<file path="src/rtl/instr_fetch_ctrl.sv">
// ----------------------------------------------------------------------------
// instr_fetch_ctrl
//
// Instruction fetch controller sitting on the consumer side of the PC
// register. It reads the current PC every cycle and drives the next PC back.
// The PC register loads PC_Next on every clock. Instruction-memory reads use
// a req/ack handshake. Returned words are queued in a small FIFO and
// presented to decode with a valid/ready handshake. Branch/jump redirects
// flush the FIFO. A redirect that lands behind an outstanding read is parked
// until that read completes.
//
// Parameters
//   BUF_DEPTH      instruction buffer entries (2 or 4)
//
// Ports
//   Clk            clock, rising edge
//   Reset          synchronous, active-high
//   PC_Out         current PC from the PC register
//   PC_Next        next PC to the PC register (combinational)
//   Mem_Req        instruction read request
//   Mem_Addr       read address (always PC_Out)
//   Mem_Ack        read complete, Mem_Data valid this cycle
//   Mem_Data       returned instruction word
//   Redirect       branch/jump taken (single-cycle pulse)
//   Redirect_Addr  branch/jump target
//   Instr          head-of-buffer instruction
//   Instr_PC       address of Instr
//   Instr_Valid    buffer non-empty
//   Instr_Ready    decode accepts the head entry
//   Fetch_Err      misaligned-redirect trap flag (sticky until Reset)
//
// Build option
//   FETCH_MISALIGN_TRAP_EN  when defined, a redirect to a non-word-aligned
//                           target traps into ERR. When undefined, the low
//                           two target bits are forced to zero and
//                           Fetch_Err is tied low.
//
// States
//   state | meaning
//   IDLE  | first cycle after Reset, no request issued
//   FETCH | normal fetching into the buffer
//   DRAIN | redirect parked behind an outstanding read; acked data dropped
//   ERR   | misaligned-redirect trap, only Reset leaves
// ----------------------------------------------------------------------------
module instr_fetch_ctrl #(
    parameter int BUF_DEPTH = 2
) (
    input  logic        Clk,
    input  logic        Reset,
    input  logic [31:0] PC_Out,
    output logic [31:0] PC_Next,
    output logic        Mem_Req,
    output logic [31:0] Mem_Addr,
    input  logic        Mem_Ack,
    input  logic [31:0] Mem_Data,
    input  logic        Redirect,
    input  logic [31:0] Redirect_Addr,
    output logic [31:0] Instr,
    output logic [31:0] Instr_PC,
    output logic        Instr_Valid,
    input  logic        Instr_Ready,
    output logic        Fetch_Err
);

    localparam int PTR_W = (BUF_DEPTH > 2) ? 2 : 1;
    localparam int CNT_W = PTR_W + 1;
    localparam logic [CNT_W-1:0] DEPTH_C = CNT_W'(BUF_DEPTH);

    typedef enum logic [1:0] {
        ST_IDLE  = 2'd0,
        ST_FETCH = 2'd1,
        ST_DRAIN = 2'd2,
        ST_ERR   = 2'd3
    } state_e;

    state_e             state_q, state_d;
    logic [31:0]        pend_q, pend_d;
    logic [CNT_W-1:0]   count_q, count_d;
    logic [PTR_W-1:0]   rd_ptr_q, rd_ptr_d;
    logic [PTR_W-1:0]   wr_ptr_q, wr_ptr_d;
    logic               outst_q;
    logic [31:0]        last_instr_q;
    logic [31:0]        last_pc_q;
    logic [31:0]        buf_instr_q [BUF_DEPTH];
    logic [31:0]        buf_pc_q    [BUF_DEPTH];

    logic [31:0]        redir_addr;
    logic               trap;
    logic               redir_ok;
    logic               ack_vld;
    logic               rd_busy;
    logic               push;
    logic               flush;
    logic               do_push;
    logic               do_pop;

    // ------------------------------------------------------------------
    // Redirect target conditioning
    // ------------------------------------------------------------------
`ifdef FETCH_MISALIGN_TRAP_EN
    assign redir_addr = Redirect_Addr;
    assign trap       = Redirect && (Redirect_Addr[1:0] != 2'b00) && (state_q != ST_ERR);
    assign Fetch_Err  = (state_q == ST_ERR);
`else
    logic unused_redir_lsb;
    assign unused_redir_lsb = ^Redirect_Addr[1:0];
    assign redir_addr = {Redirect_Addr[31:2], 2'b00};
    assign trap       = 1'b0;
    assign Fetch_Err  = 1'b0;
`endif

    assign redir_ok = Redirect && !trap && (state_q != ST_ERR);

    // ------------------------------------------------------------------
    // Memory request
    // ------------------------------------------------------------------
    // A request already in flight keeps Mem_Req high even if the buffer
    // has since filled, so the address stays stable until the ack.
    assign Mem_Req  = !Reset
                   && ((state_q == ST_FETCH) || (state_q == ST_DRAIN))
                   && ((count_q < DEPTH_C) || outst_q);
    assign Mem_Addr = PC_Out;
    assign ack_vld  = Mem_Req && Mem_Ack;
    assign rd_busy  = Mem_Req && !Mem_Ack;

    // ------------------------------------------------------------------
    // Next state / next PC
    // ------------------------------------------------------------------
    always_comb begin
        state_d = state_q;
        pend_d  = pend_q;
        PC_Next = PC_Out;
        push    = 1'b0;
        flush   = 1'b0;

        case (state_q)
            ST_IDLE: begin
                state_d = ST_FETCH;
                if (redir_ok) begin
                    PC_Next = redir_addr;
                    flush   = 1'b1;
                end
            end
            ST_FETCH: begin
                if (redir_ok) begin
                    flush = 1'b1;
                    if (rd_busy) begin
                        // Read in flight: hold the address, park the target.
                        state_d = ST_DRAIN;
                        pend_d  = redir_addr;
                    end else begin
                        // No read in flight, or the ack is this cycle and its
                        // data is dropped in favour of the redirect.
                        PC_Next = redir_addr;
                    end
                end else if (ack_vld) begin
                    PC_Next = PC_Out + 32'd4;
                    push    = 1'b1;
                end
            end
            ST_DRAIN: begin
                if (redir_ok) begin
                    flush = 1'b1;
                    if (rd_busy) begin
                        pend_d = redir_addr;
                    end else begin
                        PC_Next = redir_addr;
                        state_d = ST_FETCH;
                    end
                end else if (ack_vld) begin
                    PC_Next = pend_q;
                    state_d = ST_FETCH;
                end
            end
            ST_ERR: begin
                flush = 1'b1;
            end
            default: begin
                state_d = ST_IDLE;
            end
        endcase

        if (trap) begin
            state_d = ST_ERR;
            pend_d  = pend_q;
            PC_Next = PC_Out;
            push    = 1'b0;
            flush   = 1'b1;
        end

        if (Reset) begin
            PC_Next = 32'd0;
        end
    end

    // ------------------------------------------------------------------
    // Instruction buffer control
    // ------------------------------------------------------------------
    assign Instr_Valid = (count_q != '0);
    assign do_push     = push && (count_q != DEPTH_C) && !flush;
    assign do_pop      = Instr_Valid && Instr_Ready && !flush;

    always_comb begin
        count_d  = count_q;
        rd_ptr_d = rd_ptr_q;
        wr_ptr_d = wr_ptr_q;
        if (flush) begin
            count_d  = '0;
            rd_ptr_d = '0;
            wr_ptr_d = '0;
        end else begin
            if (do_push) begin
                wr_ptr_d = wr_ptr_q + 1'b1;
            end
            if (do_pop) begin
                rd_ptr_d = rd_ptr_q + 1'b1;
            end
            if (do_push && !do_pop) begin
                count_d = count_q + 1'b1;
            end else if (!do_push && do_pop) begin
                count_d = count_q - 1'b1;
            end
        end
    end

    // Head entry when non-empty, otherwise the last value shown.
    assign Instr    = Instr_Valid ? buf_instr_q[rd_ptr_q] : last_instr_q;
    assign Instr_PC = Instr_Valid ? buf_pc_q[rd_ptr_q]    : last_pc_q;

    // ------------------------------------------------------------------
    // Registers
    // ------------------------------------------------------------------
    always_ff @(posedge Clk) begin
        if (Reset) begin
            state_q      <= ST_IDLE;
            pend_q       <= 32'd0;
            count_q      <= '0;
            rd_ptr_q     <= '0;
            wr_ptr_q     <= '0;
            outst_q      <= 1'b0;
            last_instr_q <= 32'd0;
            last_pc_q    <= 32'd0;
        end else begin
            state_q      <= state_d;
            pend_q       <= pend_d;
            count_q      <= count_d;
            rd_ptr_q     <= rd_ptr_d;
            wr_ptr_q     <= wr_ptr_d;
            outst_q      <= rd_busy && (state_d != ST_ERR);
            last_instr_q <= Instr;
            last_pc_q    <= Instr_PC;
        end
    end

    // Storage is only read while valid, so it needs no reset.
    always_ff @(posedge Clk) begin
        if (!Reset && do_push) begin
            buf_instr_q[wr_ptr_q] <= Mem_Data;
            buf_pc_q[wr_ptr_q]    <= PC_Out;
        end
    end

endmodule

</file>
<file path="config.mk">
export PLATFORM = sky130hd
export DESIGN_NAME = instr_fetch_ctrl
export DESIGN_NICKNAME = d
export VERILOG_FILES = /design/src/rtl/instr_fetch_ctrl.sv
export SDC_FILE = /design/constraint.sdc
export NUM_CORES = 1
export LEC_CHECK = 0
export ABC_AREA = 1
export BUFFER_PORTS_ARGS = -buffer_cell sky130_fd_sc_hd__buf_2
export CORE_AREA = 10 10 148 205
export DETAILED_ROUTE_END_ITERATION = 10
export DIE_AREA = 0 0 158 215
export GPL_TIMING_DRIVEN = 0
export PLACE_DENSITY = 0.66
export SYNTH_ARGS = -nofsm -noshare
export SYNTH_HDL_FRONTEND = slang
export SYNTH_SLANG_ARGS = --single-unit
</file>
<file path="constraint.sdc">
create_clock -name Clk -period 5.94 [get_ports Clk]
set_clock_uncertainty 0.1 [all_clocks]
set_input_delay 1.188 -clock Clk [delete_from_list [all_inputs] [get_ports Clk]]
set_output_delay 1.188 -clock Clk [all_outputs]
set_load 0.005 [all_outputs]
</file>
==> summary.md <==
| Metric | Value |
|---|---|
| Maximum fanout along the worst path | 10 |
| Tot GR Track Use | 24.4% |
| EDFF count, synth | approximately 130 |
| Nets | 1801 |
| Slew @ Worst Pin | 847 ps |
| Max cap viols | 0 |
| Post-route clock period utilization | 80.6% |
| Max clock buf depth | 3 |
| Clock Latency Late Sink | 510 ps |
| Met3 WL | between 2000 and 3000 microns |
| Synth cell types | 43 |
| Post-CTS setup buffer count | 0 |
| Post-synth top area share | roughly a third |
| RSZ-0062 raised after global routing | false |
| CP Capture Type | output pin |
| Hold Crit Class | flip-flop to flip-flop |
| Gates resized, CTS repair | 0 |
| First-pass GRT wire length | roughly 64000 microns |
| Pleak | 0.00650 uW |
| Final hold violation count | 0 |
| Commonest cells in the netlist | nand2_1, nor2_1, a21oi_1 |
| Flops & latches, synth | 230 |
| Core area | 26600 sq um |
| Crit path DAT | 3500 ps |
| Routed length on met1 | ~16000 microns |
| GPL Wtd Cong | approximately 1.0 |
| Met2 wire length | ~22000 microns |
| Asr flop ratio synth | 0% |
| Final Setup Violations | 0 |
| WS Path Type | primary input to output pin |
| Drt drc | 0 |
| Setup TNS | 0 ps |
| Largest cells by area after synthesis | edfxtp_1, dfxtp_1, a21oi_1 |
| Share of layout cells above drive strength 1 | a little over a fifth |
| Routed Antenna Nets | 0 |
| Synthesized instance count | 1437 |
| TritonRoute pass-1 iters | 5 |
| Ys flop type | edfxtp_1 |
| Dpl hpwl | ~32000 microns |
| Worst VDD drop | 0.000179 V |
| CTS Sinks | 230 |
| Max-slew headroom | 43.5% |
| Worst Path Required | 4650 ps |
| Most common cell in the netlist | nand2_1 |
| Leading area contributor after synthesis | edfxtp_1 |
| Placed Area | between 10000 and 15000 sq um |
| Final non-filler cell area | about 14000 sq um |
| Place WS | 1230 ps |
| Cell Area, Synth | 11700 sq um |
| Largest net degree at the start of global routing | 25 |
| IO buf count | approximately 230 |
| TritonCTS Buffers | 24 |
| F_max | 0.209 GHz |
| Grt ovf | 0 |
| Setup ws final | 1150 ps |
| IO Count | between 200 and 250 |
| Initial antenna violation count | 1 |
| Pwr Density | 255 nW/um^2 |
| Outcome | complete, no violations |
| Final core utilization | 53.4% |
| Via count | ~11000 |
| H-Tree Depth | 1 |
| Synth Warn # | 0 |
| Vias in the first global route | ~11000 |
| Startpoint types | primary input |
| Seq/Total Area, Yosys | 50.2% |
| Slew Viols, Final | 0 |
| Row Count | 71 |
| First DRT Iteration DRCs | 947 |
| WL per Instance | 21.1 microns |
| Syn_nets | 1544 |
| Die width | 158 microns |
| Cts hold-fix bufs | 0 |
| Vias per inst | ~5.5 |
| Min cycle time layout | 4790 ps |
| Syn Area/Cell | 8.16 sq um |
| Worst-path clk slew | 60 ps |
| Die height | ~220 microns |
| Max Used Layer | met4 |
| CTS Root Cell | clkbuf_16 |
| Final wirelength | 43100 microns |
| Area grow syn2layout | 20.9% |
| Initial core utilization | 44.2% |
| Die area | 34000 sq um |
| CTS tree | done |
worst max-delay path, stage by stage:
cell and delay, ps:
buf_2 200, ha_1 210, inv_1 60, nor2_2 240, nand2_1 110, nor2_1 370, buf_4 290, nand2_1 100
o21bai_1 130, nand4_1 120, a21oi_1 290, buf_2 180
state kept, by name, summed over array words and instances (netlist names), named ones only:
name          flops
pend_q           30
wr_ptr_q          1
outst_q           1
buf_pc_q         64
buf_instr_q      64
count_q           2
rd_ptr_q          1
last_pc_q        32
last_instr_q     32
cells in the final DEF, fill, tap and decap left out, types with 3 or more instances in the layout:
master | netlist | final
buf_2 | 19 | 246
nand2_1 | 218 | 218
nor2_1 | 210 | 209
a21oi_1 | 177 | 177
edfxtp_1 | 128 | 128
inv_1 | 114 | 114
dfxtp_1 | 102 | 102
nand3_1 | 93 | 93
o21ai_0 | 79 | 79
and2_1 | 64 | 64
clkbuf_1 | 39 | 42
buf_4 | 41 | 41
clkbuf_16 | 0 | 25
nand4_1 | 18 | 18
o22ai_1 | 17 | 17
o31ai_1 | 16 | 16
buf_1 | 13 | 13
a31oi_1 | 7 | 7
o221ai_1 | 7 | 7
nor2_2 | 7 | 6
a22oi_1 | 6 | 6
ha_1 | 6 | 6
nor2_4 | 3 | 5
inv_2 | 5 | 5
o21ai_1 | 5 | 5
nand3b_1 | 5 | 5
xor2_1 | 4 | 4
buf_6 | 4 | 4
or3_1 | 4 | 4
clkinv_1 | 0 | 4
a211oi_1 | 3 | 3
nand2_2 | 3 | 3
nor3_1 | 3 | 3
clkinvlp_4 | 0 | 3
clkinv_2 | 0 | 3
power by group:
group,total (uW),internal (uW),leakage (uW),switching [uW]
registers,1700,1690,0.00197,5.92
clock network,1520,884,0.000383,632
logic,409,145,0.00414,264
total,3620,2720,0.00650,902
final timing paths:
| path | endpoint | startpoint | slack (ps) | cells after the start |
|---|---|---|---|---|
| min | pend_q[23]$_SDFFE_PP0P_ | pend_q[23]$_SDFFE_PP0P_ | 410 | 2 |
| max | PC_Next[26] | PC_Out[2] | 1150 | 12 |
| max reg2reg | buf_instr_q[1][2]$_DFFE_PP_ | flip-flop | 2610 | 10 |
| min reg2reg | pend_q[23]$_SDFFE_PP0P_ | pend_q[23]$_SDFFE_PP0P_ | 410 | 2 |
kinds of logic (layout without fill, tap and decap cells):
logic type,Yosys count,count (layout),share of synthesized area (%)
AO/OA/AOI/OAI,322,322,14.9
buffers and inverters,236,511,9.34
AND/OR/NAND/NOR,638,638,24.6
adder cells (fa/ha/maj),6,6,0.640
other,1,2,0.0320
flip-flops,230,230,50.2
XOR/XNOR,4,4,0.299
through the flow:
| step | hold WS, ps | cells | total power [uW] |
|---|---|---|---|
| after global placement | 376 | 1992 | 2130 |
| after CTS | 415 | 2040 | 3640 |
| after global routing | 445 | 2041 | 3740 |
| after floorplan | 370 | 1437 | 1940 |
| after detailed placement | 398 | 1996 | 2130 |
| final | 414 | 2041 | 3620 |
cell type report:
type	instances	area, sq um
Fill cell	2498	12400
Sequential cell	230	5890
Buffer	116	643
Clock buffer	30	664
Antenna cell	1	2.50
Timing Repair Buffer	231	1230
Inverter	120	453
Tap cell	328	410
Multi-Input combinational cell	971	4760
Clock inverter	14	133
per-layer routing:
layer / vias up / track usage [%]
li1: 5312 / -
met1: 5256 / 27.3
met2: 496 / 44.1
met3: 104 / 3.84
met4: 0 / 10.3
met5: - / 0
(Power assumes the default switching activity.)
